===== config.mk =====
export PLATFORM = sky130hd
export DESIGN_NAME = pulse_shift_out
export DESIGN_NICKNAME = d
export VERILOG_FILES = /design/src/rtl/pulse_shift_out.sv
export SDC_FILE = /design/constraint.sdc
export NUM_CORES = 1
export LEC_CHECK = 0
export ABC_AREA = 1
export ABC_CLOCK_PERIOD_IN_PS = 2170
export BUFFER_PORTS_ARGS = -buffer_cell sky130_fd_sc_hd__clkbuf_2
export CAP_MARGIN = 20
export CORE_MARGIN = 2
export CORE_UTILIZATION = 35
export CTS_BUF_LIST = sky130_fd_sc_hd__clkbuf_8 sky130_fd_sc_hd__clkbuf_16
export CTS_CLUSTER_DIAMETER = 200
export DETAILED_ROUTE_END_ITERATION = 16
export SLEW_MARGIN = 30
export SYNTH_ARGS = -nofsm -noshare
export SYNTH_HDL_FRONTEND = slang
export SYNTH_SLANG_ARGS = --single-unit

===== constraint.sdc =====
create_clock -name clk -period 2.17 [get_ports clk]
set_input_delay 0.217 -clock clk [delete_from_list [all_inputs] [get_ports clk]]
set_output_delay 0.217 -clock clk [all_outputs]
set_load 0.01 [all_outputs]

===== src/rtl/pulse_shift_out.sv =====
// pulse_shift_out: programmable pulse divider plus an independent
// parallel-load / serial-out shift register.
//
// Divider: the counter runs down while div_enable is high. When it reaches
// zero it reloads from divisor and emits a one-cycle pulse_out tick, so a
// tick occurs every divisor+1 enabled cycles. div_clear reloads the counter
// with InitialDivisor and takes priority over div_enable.
//
// Shift register: a parallel load takes priority over a shift. On a shift
// serial_in enters the vacated end. Reset fills the register with ones, so
// serial_out idles high.
//
// Optional build macro PULSE_SHIFT_OUT_MSB_FIRST_EN:
//   undefined (default): serial_out = sr[0], shift right, serial_in enters at the MSB.
//   defined:             serial_out = sr[Width-1], shift left, serial_in enters at the LSB.
// The divider behaves the same in both builds.
//
// rst is synchronous and active-high. It resets the whole block and
// overrides every other input.

module pulse_shift_out #(
    parameter int Width          = 11,
    parameter int DivWidth       = 3,
    parameter int InitialDivisor = 7
) (
    input  logic                clk,
    input  logic                rst,
    input  logic                div_clear,
    input  logic [DivWidth-1:0] divisor,
    input  logic                div_enable,
    output logic                pulse_out,
    input  logic                serial_in,
    input  logic [Width-1:0]    parallel_input,
    input  logic                parallel_load,
    input  logic                shift_enable,
    output logic                serial_out
);

    localparam logic [DivWidth-1:0] InitCnt = DivWidth'(InitialDivisor);
    localparam logic [DivWidth-1:0] CntZero = {DivWidth{1'b0}};
    localparam logic [DivWidth-1:0] CntOne  = {{(DivWidth-1){1'b0}}, 1'b1};
    localparam logic [Width-1:0]    SrIdle  = {Width{1'b1}};

    logic [DivWidth-1:0] cnt_q;
    logic [DivWidth-1:0] cnt_d;
    logic                pulse_q;
    logic                pulse_d;
    logic [Width-1:0]    sr_q;
    logic [Width-1:0]    sr_d;

    // Divider next state: clear wins, then reload-and-tick or count down while enabled.
    always_comb begin
        cnt_d   = cnt_q;
        pulse_d = 1'b0;
        if (div_clear) begin
            cnt_d   = InitCnt;
            pulse_d = 1'b0;
        end else if (div_enable) begin
            if (cnt_q == CntZero) begin
                cnt_d   = divisor;
                pulse_d = 1'b1;
            end else begin
                cnt_d   = cnt_q - CntOne;
                pulse_d = 1'b0;
            end
        end else begin
            cnt_d   = cnt_q;
            pulse_d = 1'b0;
        end
    end

    // Shift register next state: load beats shift, otherwise hold.
    always_comb begin
        sr_d = sr_q;
        if (parallel_load) begin
            sr_d = parallel_input;
        end else if (shift_enable) begin
`ifdef PULSE_SHIFT_OUT_MSB_FIRST_EN
            sr_d = {sr_q[Width-2:0], serial_in};
`else
            sr_d = {serial_in, sr_q[Width-1:1]};
`endif
        end else begin
            sr_d = sr_q;
        end
    end

    // State flops with synchronous reset that overrides all other inputs.
    always_ff @(posedge clk) begin
        if (rst) begin
            cnt_q   <= InitCnt;
            pulse_q <= 1'b0;
            sr_q    <= SrIdle;
        end else begin
            cnt_q   <= cnt_d;
            pulse_q <= pulse_d;
            sr_q    <= sr_d;
        end
    end

    assign pulse_out = pulse_q;

`ifdef PULSE_SHIFT_OUT_MSB_FIRST_EN
    assign serial_out = sr_q[Width-1];
`else
    assign serial_out = sr_q[0];
`endif

endmodule


# [Yosys cells after proc, flatten, opt, wreduce, memory -nomap -nowiden]
# Cells that the tools add are included.
[op_classes] n_addsub=1 mux=4 n_bitwise=1 reduce_logical=4
[ops] operator="$mux W11" n=2
[ops] operator="$logic_not A3 Y1" n=1
[ops] operator="$mux W3" n=1
[ops] operator="$reduce_or A3 Y1" n=1
[ops] operator="$sub A3 B1 Y3 const B" n=1
[ops] operator="$reduce_bool A2 Y1" n=1
[ops] operator="$reduce_or A2 Y1" n=1
[ops] operator="$mux W1" n=1
[ops] operator="$not A1 Y1" n=1
[word_totals] register_bits=15 input_bits=21 out_inout_bits=2 word_cells=13

# [Logic depth before layout (Yosys ltp)]
[logic_depth] ltp_word=2 depth_mapped=7 mapped_depth_nobuf=7

# [Worst setup path after synthesis]
# Ideal clock, no wire load.
[synth_path] path_type="reg2reg" from="reg cnt_q[0]" to="reg cnt_q[2]" setup_ps=113 t_arrival_ps=988 t_required_ps=2057 slack_ps=1069 path_stages_with_launch=8 n_path_buf=0 period_less_slack_ps=1101 cell_sequence="dfxtp_1 -> inv_1 -> ha_1 -> ha_1 -> inv_1 -> nand2_1 -> nand3_1 -> nand2_1"
[synth_via] elab_chain_len=2 word_cells_on_any_way=3 cone_classes="add/sub: 1; mux: 1; reduce/logical: 1"
[synth_lines] item="from (decl)" line="44" source="logic [DivWidth-1:0] cnt_q;"
[synth_lines] item="from (signal assigned)" line="91" source="cnt_q <= InitCnt;"
[synth_lines] item="from (signal assigned)" line="95" source="cnt_q <= cnt_d;"
[synth_lines] item="$sub A3 B1 Y3 / $logic_not A3 Y1 (equally long branches)" line="63, 59"
[synth_lines] item="$mux W3 *" line="59" source="if (cnt_q == CntZero) begin"
# Mark *: on every way between the ends. The rest lies on a longest branch, timed or not.
# A chain may end at the register's enable or synchronous reset.

# [Final worst setup path]
# Same ends and word-level chain as after synthesis.

==> impl_metrics.json <==
{
  "outcome": "completed",
  "dp_hpwl_um": 1084,
  "yosys.area_share.simple": 0.3441,
  "p_per_area_nw_per_um2": 702.8,
  "nFillCells": 217,
  "antenna_found_initial": 0,
  "holdBufCountCts": 0,
  "synthTopCellsByCount": "nand3_1, nand2_1, dfxtp_1",
  "cts_setup_buffers": 0,
  "post_cts_resized": 0,
  "routabilityCongestion": 0.6884,
  "fp.dieW_um": 48.66,
  "dpl_cell_area_sq_um": 802.0,
  "clk_latency_ns": 0.24,
  "drive_gt1_frac": 0.2269,
  "grt_usage": 0.1429,
  "totalPowerFinal_uw": 595.3,
  "fmax_mhz": 827.6,
  "cts_made_buffers": 3,
  "ys.flop_type": "dfxtp_1",
  "synth-seq-cells": 15,
  "syn_nets": 121,
  "core_area_sq_um": 1922,
  "worstPathArrival_ns": 1.35,
  "placed_cells_incl_taps": 142,
  "crit_path_cell_trace": "inv_1 -> ha_1 -> ha_1 -> inv_1 -> nand2_1 -> nand3_1 -> nand2_1",
  "vias_per_cell": 4.740,
  "cp_num_buf_inv": 2,
  "die_h_um": 48.66,
  "die_area_sq_um": 2368,
  "synth.most_common_cell": "nand3_1",
  "seqCellArea_sq_um": 300.3,
  "synth_compound_area_frac": 0.07885,
  "slowest_delay_ns": 0.33,
  "io_buffers": 22,
  "finalSetupViolCount": 0,
  "ys.warnings.count": 0,
  "hold_viol": 0,
  "final_max_slew_viol_count": 0,
  "wl_per_cell_um": 10.24,
  "drc": 0,
  "synth_largest_area_cell": "dfxtp_1",
  "synth_seq_area_share": 0.4301,
  "synth_edf_count": 0,
  "num_antenna_cells": 0,
  "critPathTopFamily": "adder cells",
  "ys_types": 12,
  "vias": 692,
  "relSlewSlack": 0.7079,
  "cts_tree": "built",
  "p_leak_nw": 0.4337,
  "rsz0062_at_grt": "false",
  "worst-path-max-fanout": 5,
  "clock_path_buffers": 2,
  "synth_top_family_by_area": "simple AND/OR/NAND/NOR gates",
  "synth_area_sq_um": 698.2,
  "synth-adder-area-share": 0.03584,
  "io_pins": 23,
  "synth_top_area_share": 0.4301,
  "r2r_start": "cnt_q[0]",
  "syn_to_final_growth_pct": 21.33,
  "grt_pass1_vias": 617,
  "finClkSkew_ns": 0.0009409,
  "synth-xor-area-share": 0,
  "cp-startpoint": "cnt_q[0]",
  "async_flop_share": 0,
  "multiInputGateArea_sq_um": 320.3,
  "root_buffer": "clkbuf_8",
  "final_cell_count_no_fill": 146,
  "first_iter_violations": 17,
  "htreeDepth": 1,
  "hold_ws_ns": 0.1835,
  "synth_area_leaders": "dfxtp_1, nand3_1, nand2_1, a21oi_1, inv_1",
  "nets": 143,
  "min_path_type": "input port to flop",
  "start_util": 0.3633,
  "syn_avg_cell_area_sq_um": 7.124,
  "end_kind": "flop",
  "cts_num_sinks": 15,
  "tightest_slew_ns": 0.4377,
  "grt_max_degree": 14,
  "fin_crit_sh": 0.5568,
  "crit_required_ns": 2.31,
  "tns_ns": 0,
  "cp_slowest_cell": "dfxtp_1",
  "path_clk_slew_ns": 0.06,
  "ir_drop_uv": 416.6,
  "placementRows": 16,
  "syn_inst": 98,
  "drv_cap": 0,
  "stdcell_area_sq_um": 847.1,
  "wl_um": 1495,
  "grt_pass1_wl_um": 2594,
  "grt-ovfl-total": 0,
  "min_period_ns": 1.208,
  "dr.pass1.iters": 5,
  "synth.area.mux_share": 0,
  "crit_type": "flop to flop",
  "worstSetupStartpointType": "flop",
  "min_from": "parallel_input[3]",
  "ant_nets": 0
}
## registers in the layout, indices dropped and copies added, names as in the netlist
name / cells
sr_q: 11
cnt_q: 3
pulse_out: 1
## metal layers
metal	up-vias	wire length, um	GRT usage
met5	-	0	0
met4	0	10	0.04286
met3	2	104	0.06173
met2	17	704	0.2237
met1	313	675	0.1773
li1	360	-	-
## worst register-to-register path: stages, from the launching register on
cell	delay (ns)
dfxtp_1	0.33
inv_1	0.06
ha_1	0.20
ha_1	0.23
inv_1	0.10
nand2_1	0.06
nand3_1	0.07
nand2_1	0.05
## final cells by class
class / instances / area share
clock buffer: 3 / 0.04874
clock inverter: 1 / 0.004431
inverter: 10 / 0.04431
multi-input combinational: 68 / 0.3781
sequential: 15 / 0.3545
tap: 27 / 0.03988
timing repair buffer: 22 / 0.1300
## path summary, 6_finish.rpt
check	end	slack (ns)	depth (start not counted)
worst max-delay path	cnt_q[2]	0.96	7
worst min-delay path	sr_q[3]	0.18	3
worst max register to register	cnt_q[2]	0.96	7
worst min register to register	sr_q[5]	0.47	2
## power breakdown
| part | switching, mW | internal, mW | total (mW) |
|---|---|---|---|
| Sequential | 0.00895 | 0.295 | 0.304 |
| Combinational | 0.0435 | 0.0335 | 0.0770 |
| Clock | 0.0896 | 0.125 | 0.215 |
## cells by family after synthesis
| group | count (synthesis) |
|---|---|
| AOI/OAI and AO/OA | 11 |
| adders and majority gates | 2 |
| buffers and inverters | 15 |
| and+or+nand+nor | 55 |
| DFF | 15 |
## cell usage in the layout (no fill, tap or decap), drive strengths merged
master	synthesis	layout
nand3	25	25
clkbuf	0	25
nand2	22	22
dfxtp	15	15
a21oi	11	11
inv	10	11
nor2	8	8
ha	2	2
## through the flow
stage | worst slack [ns] | utilization
after CTS | 0.9672 | 0.4408
after global routing | 0.8434 | 0.4408
final | 0.9617 | 0.4408
after floorplan | 1.069 | -
after global placement | 1.028 | 0.4173
after detailed placement | 0.9770 | 0.4173
Power figures use the tool's default switching activity.
